`config.mk`:
```
export PLATFORM = sky130hd
export DESIGN_NAME = rst_seq_ctrl_flat
export DESIGN_NICKNAME = d
export VERILOG_FILES = /design/src/rtl/rst_seq_ctrl_if.sv /design/src/rtl/rst_seq_ctrl.sv /design/src/flat_wrapper.sv
export SDC_FILE = /design/constraint.sdc
export NUM_CORES = 1
export LEC_CHECK = 0
export CORE_ASPECT_RATIO = 0.5
export CORE_MARGIN = 8
export CORE_UTILIZATION = 35
export DETAILED_ROUTE_END_ITERATION = 16
export GPL_TIMING_DRIVEN = 0
export PLACE_DENSITY = 0.62
export REMOVE_ABC_BUFFERS = 1
export SLEW_MARGIN = 5
export SYNTH_ARGS = -nofsm -noshare
export SYNTH_HDL_FRONTEND = slang
export SYNTH_SLANG_ARGS = --single-unit
```
`constraint.sdc`:
```
create_clock -name clk_i -period 3.2 [get_ports clk_i]
set_input_delay 0.48 -clock clk_i [delete_from_list [all_inputs] [get_ports clk_i]]
set_output_delay 0.48 -clock clk_i [all_outputs]
set_load 0.005 [all_outputs]
```
`src/rtl/rst_seq_ctrl_if.sv`:
```
// Reset request / sequenced reset output bundle for rst_seq_ctrl.
// master drives the requests and observes the resets; slave is the sequencer.
interface rst_seq_ctrl_if #(
    parameter int NUM_OUT = 4
);
    logic               rst_req_n;
    logic               sw_rst;
    logic [NUM_OUT-1:0] rst_out;
    logic               seq_done;
    logic [1:0]         rst_cause;

    modport master (
        output rst_req_n, sw_rst,
        input  rst_out, seq_done, rst_cause
    );

    modport slave (
        input  rst_req_n, sw_rst,
        output rst_out, seq_done, rst_cause
    );
endinterface

```
`src/rtl/rst_seq_ctrl.sv`:
```
// Reset sequencer: holds all reset outputs low while a request is present, then
// releases them one by one (bit 0 first) after a hold period.
module rst_seq_ctrl #(
    parameter int SYNC_STAGES = 2,
    parameter int NUM_OUT     = 4,
    parameter int HOLD_CYCLES = 16,
    parameter int STEP_CYCLES = 4
) (
    input  logic          clk_i,
    input  logic          rst_i,
    rst_seq_ctrl_if.slave bus
);
    localparam logic [1:0] ST_ASSERT  = 2'd0;
    localparam logic [1:0] ST_HOLD    = 2'd1;
    localparam logic [1:0] ST_RELEASE = 2'd2;
    localparam logic [1:0] ST_DONE    = 2'd3;

    localparam int CNT_MAX = (HOLD_CYCLES > STEP_CYCLES) ? HOLD_CYCLES : STEP_CYCLES;
    localparam int CW      = $clog2(CNT_MAX + 1);
    localparam int IW      = $clog2(NUM_OUT + 1);

    logic [SYNC_STAGES-1:0] sync_q, sync_d;
    logic [1:0]             state_q, state_d;
    logic [CW-1:0]          cnt_q, cnt_d;
    logic [IW-1:0]          idx_q, idx_d;
    logic [NUM_OUT-1:0]     out_q, out_d;
    logic                   done_q, done_d;
    logic [1:0]             cause_q, cause_d;
    logic                   req_sync, req;
    logic [1:0]             cause_now;

    // RST_REQ_N enters at stage 0; only the last stage is ever looked at.
    assign sync_d    = {sync_q[SYNC_STAGES-2:0], bus.rst_req_n};
    assign req_sync  = sync_q[SYNC_STAGES-1];
    assign req       = !req_sync || bus.sw_rst;
    assign cause_now = {bus.sw_rst, !req_sync};

    always_comb begin
        state_d = state_q;
        cnt_d   = cnt_q;
        idx_d   = idx_q;
        out_d   = out_q;
        done_d  = done_q;
        cause_d = cause_q;
        if (req) begin
            state_d = ST_ASSERT;
            cnt_d   = '0;
            idx_d   = '0;
            out_d   = '0;
            done_d  = 1'b0;
            // Fresh cause on entry, accumulate while the request persists.
            cause_d = (state_q == ST_ASSERT) ? (cause_q | cause_now) : cause_now;
        end else begin
            case (state_q)
                ST_ASSERT: begin
                    state_d = ST_HOLD;
                    cnt_d   = '0;
                end
                ST_HOLD: begin
                    if (cnt_q == CW'(HOLD_CYCLES - 1)) begin
                        out_d[0] = 1'b1;
                        cnt_d    = '0;
                        idx_d    = IW'(1);
                        if (NUM_OUT == 1) begin
                            state_d = ST_DONE;
                            done_d  = 1'b1;
                        end else begin
                            state_d = ST_RELEASE;
                        end
                    end else begin
                        cnt_d = cnt_q + 1'b1;
                    end
                end
                ST_RELEASE: begin
                    if (cnt_q == CW'(STEP_CYCLES - 1)) begin
                        cnt_d = '0;
                        for (int i = 0; i < NUM_OUT; i++) begin
                            if (int'(idx_q) == i) out_d[i] = 1'b1;
                        end
                        if (idx_q == IW'(NUM_OUT - 1)) begin
                            state_d = ST_DONE;
                            done_d  = 1'b1;
                        end else begin
                            idx_d = idx_q + 1'b1;
                        end
                    end else begin
                        cnt_d = cnt_q + 1'b1;
                    end
                end
                ST_DONE: ;
                default: state_d = ST_ASSERT;
            endcase
        end
    end

    always_ff @(posedge clk_i) begin
        if (rst_i) begin
            sync_q  <= '0;
            state_q <= ST_ASSERT;
            cnt_q   <= '0;
            idx_q   <= '0;
            out_q   <= '0;
            done_q  <= 1'b0;
            cause_q <= 2'b01;
        end else begin
            sync_q  <= sync_d;
            state_q <= state_d;
            cnt_q   <= cnt_d;
            idx_q   <= idx_d;
            out_q   <= out_d;
            done_q  <= done_d;
            cause_q <= cause_d;
        end
    end

    assign bus.rst_out   = out_q;
    assign bus.seq_done  = done_q;
    assign bus.rst_cause = cause_q;
endmodule

```
`src/flat_wrapper.sv`:
```
// flat-port wrapper written by rule: the top's interface ports become plain ports
module rst_seq_ctrl_flat 
#(
    parameter int SYNC_STAGES = 2,
    parameter int NUM_OUT     = 4,
    parameter int HOLD_CYCLES = 16,
    parameter int STEP_CYCLES = 4
)
  (clk_i, rst_i, bus_rst_req_n, bus_sw_rst, bus_rst_out, bus_seq_done, bus_rst_cause);
  rst_seq_ctrl_if #(.NUM_OUT(NUM_OUT)) bus_i ();
  input  logic clk_i;
  input  logic rst_i;
  input wire logic [$bits(bus_i.rst_req_n)-1:0] bus_rst_req_n;
  input wire logic [$bits(bus_i.sw_rst)-1:0] bus_sw_rst;
  output wire logic [$bits(bus_i.rst_out)-1:0] bus_rst_out;
  output wire logic [$bits(bus_i.seq_done)-1:0] bus_seq_done;
  output wire logic [$bits(bus_i.rst_cause)-1:0] bus_rst_cause;
  assign bus_i.rst_req_n = bus_rst_req_n;
  assign bus_i.sw_rst = bus_sw_rst;
  assign bus_rst_out = bus_i.rst_out;
  assign bus_seq_done = bus_i.seq_done;
  assign bus_rst_cause = bus_i.rst_cause;
  rst_seq_ctrl #(.SYNC_STAGES(SYNC_STAGES), .NUM_OUT(NUM_OUT), .HOLD_CYCLES(HOLD_CYCLES), .STEP_CYCLES(STEP_CYCLES)) u_core (.clk_i(clk_i), .rst_i(rst_i), .bus(bus_i));
endmodule
```
# Word-level counts from Yosys, hierarchy flattened
# Index checks and enable logic that the tools add are counted.
# totals
register_bits	19
out_inout_bits	7
# op_classes
n_addsub	2
eq_ne	13
n_mux	16
bitwise_logic	1
reduce_logical	14
# ops
cell	n
one-hot mux 5 bit (3 select lines)	1
AND reduction 3 bit	4
AND reduction 4 bit	3
2-to-1 mux 5 bit	2
2-to-1 mux 3 bit	3
2-to-1 mux 2 bit	4
!= test 2 x 1 -> 1 bit (second input constant)	4
equality test 3 x 2 -> 1 bit (second input constant)	2
equality test 3 bit (second input constant)	2
one-hot mux 2 bit (3 select lines)	1
one-hot mux 3 bit (2 select lines)	1
adder 5 x 1 -> 5 bit (second input constant)	1
equality test 5 x 2 -> 1 bit (second input constant)	1
equality test 5 x 4 -> 1 bit (second input constant)	1
adder 3 x 1 -> 3 bit (second input constant)	1
logical NOT 3 bit	1
2-to-1 mux 1 bit	3
nonzero test 3 bit	1
equality test 2 x 1 -> 1 bit (second input constant)	1
equality test 2 bit (second input constant)	1
logical NOT 2 bit	1
!= test 2 bit (second input constant)	1
bitwise OR 2 bit	1
one-hot mux 1 bit (2 select lines)	1
4 further kinds	4

# Logic depth before layout (Yosys ltp)
# logic_depth
depth_word	4
mapped_depth	8
mapped_depth_nobuf	8

# Worst setup path after synthesis
# OpenSTA, ideal clock, no wires.
# synth_timing
kind	flip-flop to flip-flop
startpoint	register u_core.cnt_q[0]
endpoint	register u_core.state_q[1]
setup_ns	0.128
arrival_time_ns	1.717
t_required_ns	3.072
slack_ns	1.355
path_stages_with_launch	6
cell_sequence	dfxtp_1 ha_1 or4b_4 a2111oi_4 mux2i_1 nor2_1
# synth_via
elab_chain_len	3
elab_cells_between_ends	5
cone_classes	4 x eq/ne; 1 x reduce/logical
# synth_lines
item	line	text
start: declaration	rst_seq_ctrl.sv:24	logic [CW-1:0] cnt_q, cnt_d;
start signal: assignment	rst_seq_ctrl.sv:108	cnt_q <= cnt_d;
equality test 5 x 2 -> 1 bit or equality test 5 x 4 -> 1 bit (tied branches)	rst_seq_ctrl.sv:75, rst_seq_ctrl.sv:60	
!= test 2 x 1 -> 1 bit (no line)	-	
AND reduction 4 bit (no line) (*)	-	
end signal: assignment	rst_seq_ctrl.sv:107	state_q <= state_d;
end: declaration	rst_seq_ctrl.sv:23	logic [1:0] state_q, state_d;
# Every way passes the cells marked *; elsewhere a longest branch is shown, timed or not.
# A chain may end at the register's enable or synchronous reset.

# Worst setup path in the final report
# layout_timing
startpoint	register u_core.cnt_q[0]
endpoint	register u_core.cnt_q[2]
# layout_via
elab_chain_len	3
elab_cells_between_ends	6
cone_classes	1 x add/sub; 2 x eq/ne; 3 x mux
# layout_lines
item	line	text
adder 5 x 1 -> 5 bit (tied with other cells)	rst_seq_ctrl.sv:71, rst_seq_ctrl.sv:87	
2-to-1 mux 5 bit, on equally long branches	rst_seq_ctrl.sv:75, rst_seq_ctrl.sv:60	
one-hot mux 5 bit (3 select lines) (*)	rst_seq_ctrl.sv:54	case (state_q)
# Marks and branches as above.

==> run_results.csv <==
group,metric,value,unit
status,status,"finished, final reports clean",
placed_design,dp.final_hpwl,1.27,mm
power,swShare,20.1,%
sta,final_max_slew_viol_count,0,
layout,drive_gt1_share,5.83,%
worst_setup_path,cp_top_family,"compound AO/OA/AOI/OAI gates",
layout,mostFrequentLayoutCells,"18 x dfxtp_1, 13 x ha_1, 12 x a21oi_1",
worst_setup_path,worst-path-buf-inv,1,
clock_network,clockBufferDepth,2,
layout,design_area,1150,um2
placed_design,portBuffers,10,
clock_network,cts_resized,0,
synth,synth_compound_area_share,17.6,%
power,clkPwrFrac,39.4,%
clock_network,ctsHoldBuffers,0,
synth,synth.avg_cell_area,8.84,um2
detailed_routing,drc_errors,0,
die,num_rows,13,
global_routing,grt_overflow,0,
synth,ys_seq_area_share,36.7,%
placed_design,dp_slack,1200,ps
detailed_routing,drtIter0Drc,18,
worst_setup_path,reg2reg_setup_slack,1190,ps
synth,synthSimpleGateAreaFrac,22.3,%
worst_setup_path,max_stage_delay,400,ps
sta,setup_violations,0,
global_routing,grt_max_degree,15,
global_routing,grt_use_total,8.06,%
worst_setup_path,worstPathRequired,3370,ps
layout,final_util,43.6,%
layout,n_antenna_cell,0,
clock_network,numCtsBuffers,3,
power,seqPwrFrac,57.1,%
synth,synth_mux_area_share,1.02,%
detailed_routing,vias,748,
hold_path,hold_start,"u_core.sync_q[1]",
worst_setup_path,cp-end-kind,"flop",
worst_setup_path,worstRegToRegCells,8,
die,die_width,90.9,um
synth,yosys.area_share.xor_xnor,0,%
clock_network,path_clk_slew,60,ps
power,switchingPower,79.9,uW
sta,skew,2.57,ps
sta,period_needed,2010,ps
detailed_routing,antenna_left,0,
clock_network,cts_root_buffer,"clkbuf_8",
synth,synth_edf_count,0,
layout,fill_cells,274,
sta,rsz0062_at_grt,"no",
synth,yosys_most_used_dff,"dfxtp_1",
placed_design,routabilityCongestion,0.672,
hold_path,hold_end,"u_core.bus.rst_cause[0]",
worst_setup_path,cp_max_fo,5,
power,p_total,398,uW
hold_path,hold_path.class,"reg -> reg",
synth,netlist_area,981,um2
die,die_h,53.4,um
die,start_util,37.2,%
clock_network,cts_max_level,1,
synth,synth_top_family_by_area,"simple AND/OR/NAND/NOR gates",
clock_network,clock_latency,250,ps
sta,tightestPinTransition,664,ps
clock_network,cts.sinks,18,
die,core_area,2640,um2
die,ios,11,
detailed_routing,wl_per_cell,11.3,um
sta,timing.setup.tns,0,ps
worst_setup_path,r2r-start,"u_core.cnt_q[0]",
synth,async_reset_ff_share,0,%
sta,min_period_over_period,62.8,%
worst_setup_path,cpMaxStageDelayCell,"nor2b_1",
sta,clock.fmax,497,MHz
hold_path,whs_path_depth,1,
power,combPwrFrac,3.5,%
worst_setup_path,crit_chain,"ha_1, nand3_1, inv_1, ha_1, nor2b_1, o2bb2ai_1, o21ai_0, a21oi_1",
worst_setup_path,criticalPathCategory,"reg -> reg",
flow_run,max-cap-violations,0,
clock_network,cts_tree,"built",
synth,ys_types,27,
global_routing,grt_pass1_vias,711,
global_routing,grt_pass1_wl,3.17,mm
detailed_routing,viasPerCell,4.76,
synth,netlist_instances,111,
power,power_density,346,nW/um2
layout,final_nets,139,
global_routing,antenna_found_initial,0,
clock_network,post_cts_buffers,0,
synth,yosysWarnings,0,
worst_setup_path,cp.arrival,2180,ps
sta,worst_slack,1190,ps
layout,area_growth,17.2,%
worst_setup_path,rr_endpoint,"u_core.cnt_q[2]",
power,vdd_drop_max,0.112,mV
sta,slew_headroom,55.1,%
synth,synthAdderAreaFrac,16.6,%
detailed_routing,routed_wl,1.77,mm
power,p_int,318,uW
placed_design,placed_area,1110,um2
power,leakage,0.000435,uW
worst_setup_path,startpoint_type,"flop",
detailed_routing,dr.pass1.iters,4,
die,die-area,4860,um2
sta,finalHoldViolations,0,
worst_setup_path,cpMostUsedCell,"ha_1",
layout,final_common_cell,"dfxtp_1",
synth,ys_seq_elements,18,
-- routing by layer --
metal  share of wire, %  vias to the layer above  global-route usage, %  wire length, um
met5                  0                        -                      0                0
met4                1.1                        0                   3.22               19
met3                3.7                        2                   3.10               65
met2                 46                        8                   13.6              812
met1                 49                      340                   9.27              875
li1                   -                      398                      -                -
-- per-stage QoR --
step,cells,hold WS [ps]
after global placement,154,405
final,157,422
after floorplan,107,393
after detailed placement,154,412
after CTS,157,428
after global routing,157,440
-- power groups by stage --
| stage | clock, uW | combinational (uW) | sequential, uW |
|---|---|---|---|
| floorplan | 0 | 6.66 | 232 |
| global placement | 0 | 14.1 | 232 |
| detailed placement | 0 | 14.2 | 232 |
| finish | 157 | 14.0 | 227 |
| CTS | 165 | 14.2 | 227 |
| global route | 175 | 15.7 | 227 |
-- sequential cells by signal, indices dropped and copies added, names as in the netlist --
register and flops:
u_core.sync_q 2, u_core.state_q 2, u_core.bus.rst_cause 2, u_core.cnt_q 5, u_core.idx_q 3, u_core.bus.rst_out 4
-- cells by family (layout without fill, tap and decap cells) --
family / after synthesis / count (layout)
and+or+nand+nor: 41 / 41
AOI/OAI and AO/OA: 24 / 24
DFF: 18 / 18
buffers and inverters: 14 / 23
adders and majority gates: 13 / 13
muxes: 1 / 1
-- worst max-delay path by stage --
stage               startpoint           endpoint  slack (ps)  cells past startpoint
2_1_floorplan  u_core.cnt_q[0]  u_core.state_q[1]        1350                      5
3_3_place_gp   u_core.cnt_q[0]    u_core.cnt_q[2]        1230                      8
3_5_place_dp   u_core.cnt_q[0]    u_core.cnt_q[3]        1200                      8
4_1_cts        u_core.cnt_q[0]    u_core.cnt_q[2]        1190                      8
5_1_grt        u_core.cnt_q[0]    u_core.cnt_q[2]        1040                      8
6_report       u_core.cnt_q[0]    u_core.cnt_q[2]        1190                      8
-- area by class of cell --
cell class	instances	area [um2]	area share [%]
timing repair buffer	10	100	8.71
inverter	10	37.5	3.26
tap	37	46.3	4.03
clock buffer	3	41.3	3.59
multi-input combinational	79	564	49.1
sequential	18	360	31.3
-- synthesized netlist by cell type (2+ instances only) --
library cell | number | area share, %
dfxtp_1 | 18 | 37
ha_1 | 13 | 17
a21oi_1 | 12 | 6.1
inv_1 | 10 | 3.8
nand2_1 | 9 | 3.4
nor2_1 | 9 | 3.4
nand3_1 | 5 | 2.6
nor2b_1 | 5 | 3.2
nand3b_1 | 4 | 3.1
clkbuf_1 | 3 | 1.1
nand2b_1 | 3 | 1.9
o21ai_0 | 3 | 1.5
a31oi_1 | 2 | 1.3
nor3_1 | 2 | 1.0
-- worst register-to-register path, cell delays in order (launching register included) --
cell,delay [ps]
dfxtp_1,330
ha_1,250
nand3_1,120
inv_1,50
ha_1,170
nor2b_1,400
o2bb2ai_1,280
o21ai_0,160
a21oi_1,150
(Power assumes the default switching activity.)
